===== config.mk =====
export PLATFORM = sky130hd
export DESIGN_NAME = dmem_port_arbiter
export DESIGN_NICKNAME = d
export VERILOG_FILES = /design/src/rtl/dmem_port_arbiter.sv
export SDC_FILE = /design/constraint.sdc
export NUM_CORES = 1
export LEC_CHECK = 0
export ABC_AREA = 1
export CAP_MARGIN = 25
export CORE_MARGIN = 2
export CORE_UTILIZATION = 34
export DETAILED_ROUTE_END_ITERATION = 8
export GPL_TIMING_DRIVEN = 0
export PLACE_DENSITY_LB_ADDON = 0.25
export SYNTH_ARGS = -nofsm -noshare
export SYNTH_HDL_FRONTEND = slang
export SYNTH_SLANG_ARGS = --single-unit
export TNS_END_PERCENT = 50

===== constraint.sdc =====
create_clock -name clock -period 2.5 [get_ports clock]
set_clock_uncertainty 0.1 [all_clocks]
set_input_delay 0.5 -clock clock [delete_from_list [all_inputs] [get_ports clock]]
set_output_delay 0.5 -clock clock [all_outputs]
set_load 0.01 [all_outputs]

===== src/rtl/dmem_port_arbiter.sv =====
// dmem_port_arbiter
// Shares a single-port, 1-cycle-read data RAM between the processor data port
// and a peripheral port. The processor wins by default. A peripheral request
// that has been denied STARVE_LIMIT consecutive cycles is forced through, and
// the processor is stalled for that one cycle.
//
// Ports:
//   clock, reset                 clock and asynchronous active-low reset
//   cpu_access/wren/addr/data    processor MEM-stage access
//   cpu_q, cpu_stall             processor read data (RAM passthrough), stall
//   p_req/we/addr/wdata          peripheral request, held until p_gnt
//   p_gnt, p_rvalid, p_rdata     peripheral grant and read response
//   ram_wEn/addr/dataIn/dataOut  RAM instance interface
//   stall_count                  saturating count of forced-stall cycles
module dmem_port_arbiter #(
  parameter int unsigned ADDR_W       = 12,
  parameter int unsigned DATA_W       = 32,
  parameter int unsigned STARVE_LIMIT = 8,
  parameter int unsigned STALL_CNT_W  = 16
) (
  input  logic                   clock,
  input  logic                   reset,
  input  logic                   cpu_access,
  input  logic                   cpu_wren,
  input  logic [ADDR_W-1:0]      cpu_addr,
  input  logic [DATA_W-1:0]      cpu_data,
  output logic [DATA_W-1:0]      cpu_q,
  output logic                   cpu_stall,
  input  logic                   p_req,
  input  logic                   p_we,
  input  logic [ADDR_W-1:0]      p_addr,
  input  logic [DATA_W-1:0]      p_wdata,
  output logic                   p_gnt,
  output logic                   p_rvalid,
  output logic [DATA_W-1:0]      p_rdata,
  output logic                   ram_wEn,
  output logic [ADDR_W-1:0]      ram_addr,
  output logic [DATA_W-1:0]      ram_dataIn,
  input  logic [DATA_W-1:0]      ram_dataOut,
  output logic [STALL_CNT_W-1:0] stall_count
);

  localparam int unsigned WAIT_W = $clog2(STARVE_LIMIT + 1);
  localparam logic [WAIT_W-1:0] WAIT_MAX = WAIT_W'(STARVE_LIMIT);

  // Owner of the read data returning from the RAM on the next cycle.
  localparam logic [1:0] OWN_NONE   = 2'd0;
  localparam logic [1:0] OWN_CPU    = 2'd1;
  localparam logic [1:0] OWN_PERIPH = 2'd2;

  logic [WAIT_W-1:0] wait_cnt;
  logic [WAIT_W-1:0] wait_cnt_nxt;
  logic [1:0]        rd_owner;
  logic [1:0]        rd_owner_nxt;
  logic [DATA_W-1:0] p_rdata_q;
  logic              force_c;
  logic              p_sel_c;
  logic              cpu_sel_c;

  // Grant decision and RAM steering; everything is held quiet while in reset.
  always_comb begin
    force_c      = 1'b0;
    p_sel_c      = 1'b0;
    cpu_sel_c    = 1'b0;
    p_gnt        = 1'b0;
    cpu_stall    = 1'b0;
    ram_wEn      = 1'b0;
    ram_addr     = '0;
    ram_dataIn   = '0;
    wait_cnt_nxt = '0;
    rd_owner_nxt = OWN_NONE;

    if (reset) begin
      force_c   = p_req && cpu_access && (wait_cnt == WAIT_MAX);
      p_sel_c   = p_req && (!cpu_access || force_c);
      cpu_sel_c = cpu_access && !force_c;

      // Idle bus keeps the processor address on the RAM.
      ram_addr   = cpu_addr;
      ram_dataIn = cpu_data;
      if (p_sel_c) begin
        ram_wEn    = p_we;
        ram_addr   = p_addr;
        ram_dataIn = p_wdata;
      end else if (cpu_sel_c) begin
        ram_wEn = cpu_wren;
      end

      p_gnt     = p_sel_c;
      cpu_stall = force_c;

      // Count consecutive denied cycles of a pending peripheral request.
      if (p_req && !p_sel_c && (wait_cnt != WAIT_MAX)) begin
        wait_cnt_nxt = wait_cnt + WAIT_W'(1);
      end else if (p_req && !p_sel_c) begin
        wait_cnt_nxt = wait_cnt;
      end

      if (p_sel_c && !p_we) begin
        rd_owner_nxt = OWN_PERIPH;
      end else if (cpu_sel_c && !cpu_wren) begin
        rd_owner_nxt = OWN_CPU;
      end
    end
  end

  // Arbitration state and statistics.
  always_ff @(posedge clock or negedge reset) begin
    if (!reset) begin
      wait_cnt    <= '0;
      rd_owner    <= OWN_NONE;
      p_rdata_q   <= '0;
      stall_count <= '0;
    end else begin
      wait_cnt <= wait_cnt_nxt;
      rd_owner <= rd_owner_nxt;
      if (p_rvalid) begin
        p_rdata_q <= ram_dataOut;
      end
      if (force_c && (stall_count != {STALL_CNT_W{1'b1}})) begin
        stall_count <= stall_count + STALL_CNT_W'(1);
      end
    end
  end

  // Read data routing: peripheral sees live RAM data only in its response cycle.
  assign p_rvalid = (rd_owner == OWN_PERIPH);
  assign p_rdata  = p_rvalid ? ram_dataOut : p_rdata_q;
  assign cpu_q    = ram_dataOut;

endmodule


==> results_dict.tcl <==
set metrics [dict create \
    route.antenna.remaining_nets 0 \
    dr.pass1.iters 4 \
    cts.sinks 54 \
    clk_transition_reported_paths_ns 0.11 \
    start_util_pct 34.8 \
    power_frac_clock_pct 23.1 \
    peakVddDrop_mv 0.416 \
    setup_viol 0 \
    arrival_ns 1.80 \
    synth-seq-cells 54 \
    root_buffer "clkbuf_8" \
    wire_per_inst_microns 14.0 \
    dp.cells 885 \
    p_int_w 0.00186 \
    hold_class "input port to asynchronous set/reset pin" \
    vias 4207 \
    dp_slack_ns -0.943 \
    rsz0062_at_grt "yes" \
    power_density_nw_per_um2 412 \
    antenna_cells 0 \
    post-route-min-period_ns 2.40 \
    dieHeight_microns 104 \
    nets 903 \
    grt.overflow.total 0 \
    via_per_inst 4.63 \
    synth_nets 627 \
    ys_types 25 \
    port_buffers 253 \
    slew_viol_final 0 \
    slew_headroom_pct 66.3 \
    antenna_found_initial 0 \
    multi_input_area_sq_um 1670 \
    syn_inst 498 \
    htreeDepth 2 \
    layout-drive-gt1-share_pct 18.8 \
    die_w_microns 104 \
    cts_tree "built" \
    finalCritPeriodShare_pct 96.1 \
    gp_congestion 0.876 \
    final_hold_viol_count 0 \
    seq_power_share_pct 38.7 \
    p_sw_share_pct 29.4 \
    crit_path_end_kind "output port" \
    grt_pass1_wl_microns 20100 \
    layout.cells.non_filler 908 \
    path_max_fanout 10 \
    track_usage_pct 22.9 \
    leakage_nw 3.26 \
    core_area_sq_um 9680 \
    ff_latch_area_sq_um 1350 \
    worstSetupPathType "flop to output port" \
    first_global_vias 4218 \
    syn_area_sq_um 3370 \
    ys_seq_area_share_pct 40.1 \
    clk_latency_ns 0.30 \
    combPwrFrac_pct 38.2 \
    rows 36 \
    tightestPinTransition_ns 0.504 \
    post-route-drc-count 0 \
    drtIter0Drc 101 \
    wl_microns 12700 \
    fmax_mhz 416 \
    yosysWarningCount 0 \
    setup_slack_ns 0.0986 \
    grt_max_degree 24 \
    switching_power_w 0.000775 \
    maxCapViolations 0 \
    start_kind "flop" \
    syn_to_final_growth_pct 89.6 \
    cts_buffers 5 \
    cp.required_ns 1.90 \
    io_pins 254 \
    dpl.hpwl_microns 10000 \
    clockBufferDepth 2 \
    outcome "finished clean" \
    fill_cells 840 \
    avgSynthCellArea_sq_um 6.77 \
    die_area_sq_um 10700 \
]
layer usage:
layer,share of wire [%],routed length [microns],vias to the layer above,track usage (%)
li1,-,-,2076,-
met1,39,4950,1911,25.2
met2,51,6460,186,43.2
met3,6.9,881,34,5.41
met4,3.5,441,0,7.43
met5,0,0,-,0
cells in the mapped netlist (all sizes together):
cell | number | area share [%]
xor2 | 1 | 0.26
xnor2 | 8 | 2.1
nor2 | 114 | 13
nand3b | 2 | 0.45
nand4 | 7 | 1.3
dfrtp | 54 | 40
o21ai | 48 | 7.2
ha | 3 | 1.1
nand3 | 13 | 2.1
nand2 | 166 | 19
clkbuf | 14 | 1.6
nor3b | 1 | 0.22
a21oi | 1 | 0.48
buf | 38 | 8.3
inv | 26 | 2.9
nor3 | 2 | 0.30
power by group through the flow:
| stage | registers, W | clock network [W] | logic [W] |
|---|---|---|---|
| floorplan | 0.00103 | 0 | 0.000351 |
| global placement | 0.00103 | 0 | 0.00101 |
| detailed placement | 0.00104 | 0 | 0.00103 |
| CTS | 0.00102 | 0.000623 | 0.00103 |
| global route | 0.00103 | 0.000663 | 0.00109 |
| finish | 0.00102 | 0.000607 | 0.00101 |
path summary, 6_finish.rpt:
path | from | end | slack, ns | depth (start not counted)
max | rd_owner[0]$_DFF_PN0_ | p_rdata[25] | 0.1 | 5
min | reset | stall_count[4]$_DFFE_PN0P_ | 0.14 | 2
max reg2reg | stall_count[1]$_DFFE_PN0P_ | stall_count[9]$_DFFE_PN0P_ | 0.72 | 8
min reg2reg | p_rdata_q[19]$_DFF_PN0_ | p_rdata_q[19]$_DFF_PN0_ | 0.37 | 2
max in group asynchronous | reset | p_rdata_q[2]$_DFF_PN0_ | 1.24 | 3
min in group clock | p_rdata_q[19]$_DFF_PN0_ | p_rdata_q[19]$_DFF_PN0_ | 0.37 | 2
registers in the layout, indices dropped and copies added (netlist names):
name	cells
p_rdata_q	32
rd_owner	2
stall_count	16
wait_cnt	4
cells in the final DEF, fill, tap and decap left out, types with 3 or more instances in the layout:
cell type	netlist	final
xnor2_1	8	8
dfrtp_1	54	54
inv_2	3	6
clkbuf_8	0	6
dlymetal6s2s_1	0	24
buf_4	32	43
clkbuf_2	0	7
buf_2	5	42
buf_8	1	3
nor2_2	2	11
nor2_1	112	100
dlygate4sd2_1	0	3
nand4_1	7	7
buf_6	0	9
nand3_1	12	12
inv_1	23	19
o21ai_0	40	34
nor2_4	0	3
o21ai_1	7	12
nand2_1	164	164
clkdlybuf4s50_1	0	180
dlygate4sd3_1	0	3
cell type report:
| class | instances | share of cell area (%) |
|---|---|---|
| inverter | 26 | 1.61 |
| clock buffer | 5 | 1.08 |
| tap | 133 | 2.60 |
| buffer | 50 | 6.46 |
| sequential | 54 | 21.1 |
| clock inverter | 3 | 0.764 |
| timing repair buffer | 270 | 40.1 |
| multi-input combinational | 367 | 26.2 |
through the flow:
stage / cell area (sq um) / power [W] / setup TNS, ns / hold WS [ns] / util, %
2_1_floorplan: 3370 / 0.00138 / 0 / 0.104 / -
3_3_place_gp: 6070 / 0.00204 / -190.66 / 0.350 / 62.7
3_5_place_dp: 6080 / 0.00207 / -37.02 / 0.354 / 62.8
4_1_cts: 6340 / 0.00268 / -0.472 / 0.129 / 65.5
5_1_grt: 6390 / 0.00278 / -0.0127 / 0.123 / 66.0
6_report: 6390 / 0.00263 / 0 / 0.136 / 66.0
kinds of logic after synthesis:
family / count (synthesis) / share of synthesized area, %
adders and majority gates: 3 / 1.11
xor gates and xnor gates: 9 / 2.34
DFF: 54 / 40.1
AOI/OAI and AO/OA: 49 / 7.72
and+or+nand+nor: 305 / 36.0
buffers and inverters: 78 / 12.8
critical path: stages (launching register included):
cell and delay (ns):
dfrtp_1 0.41, nor2_4 0.21, buf_6 0.18, nand2_1 0.06, nand2_1 0.08, clkdlybuf4s50_1 0.55
timing repair:
action | CTS | global route
hold endpoints to repair | 23 | 0
gates resized for setup | 216 | 69
pin swaps | 4 | 11
buffers inserted | 9 | 1
hold buffers | 3 | 0
cloned | 4 | 0
endpoints found under the setup margin | 80 | 76
(Power assumes the default switching activity.)
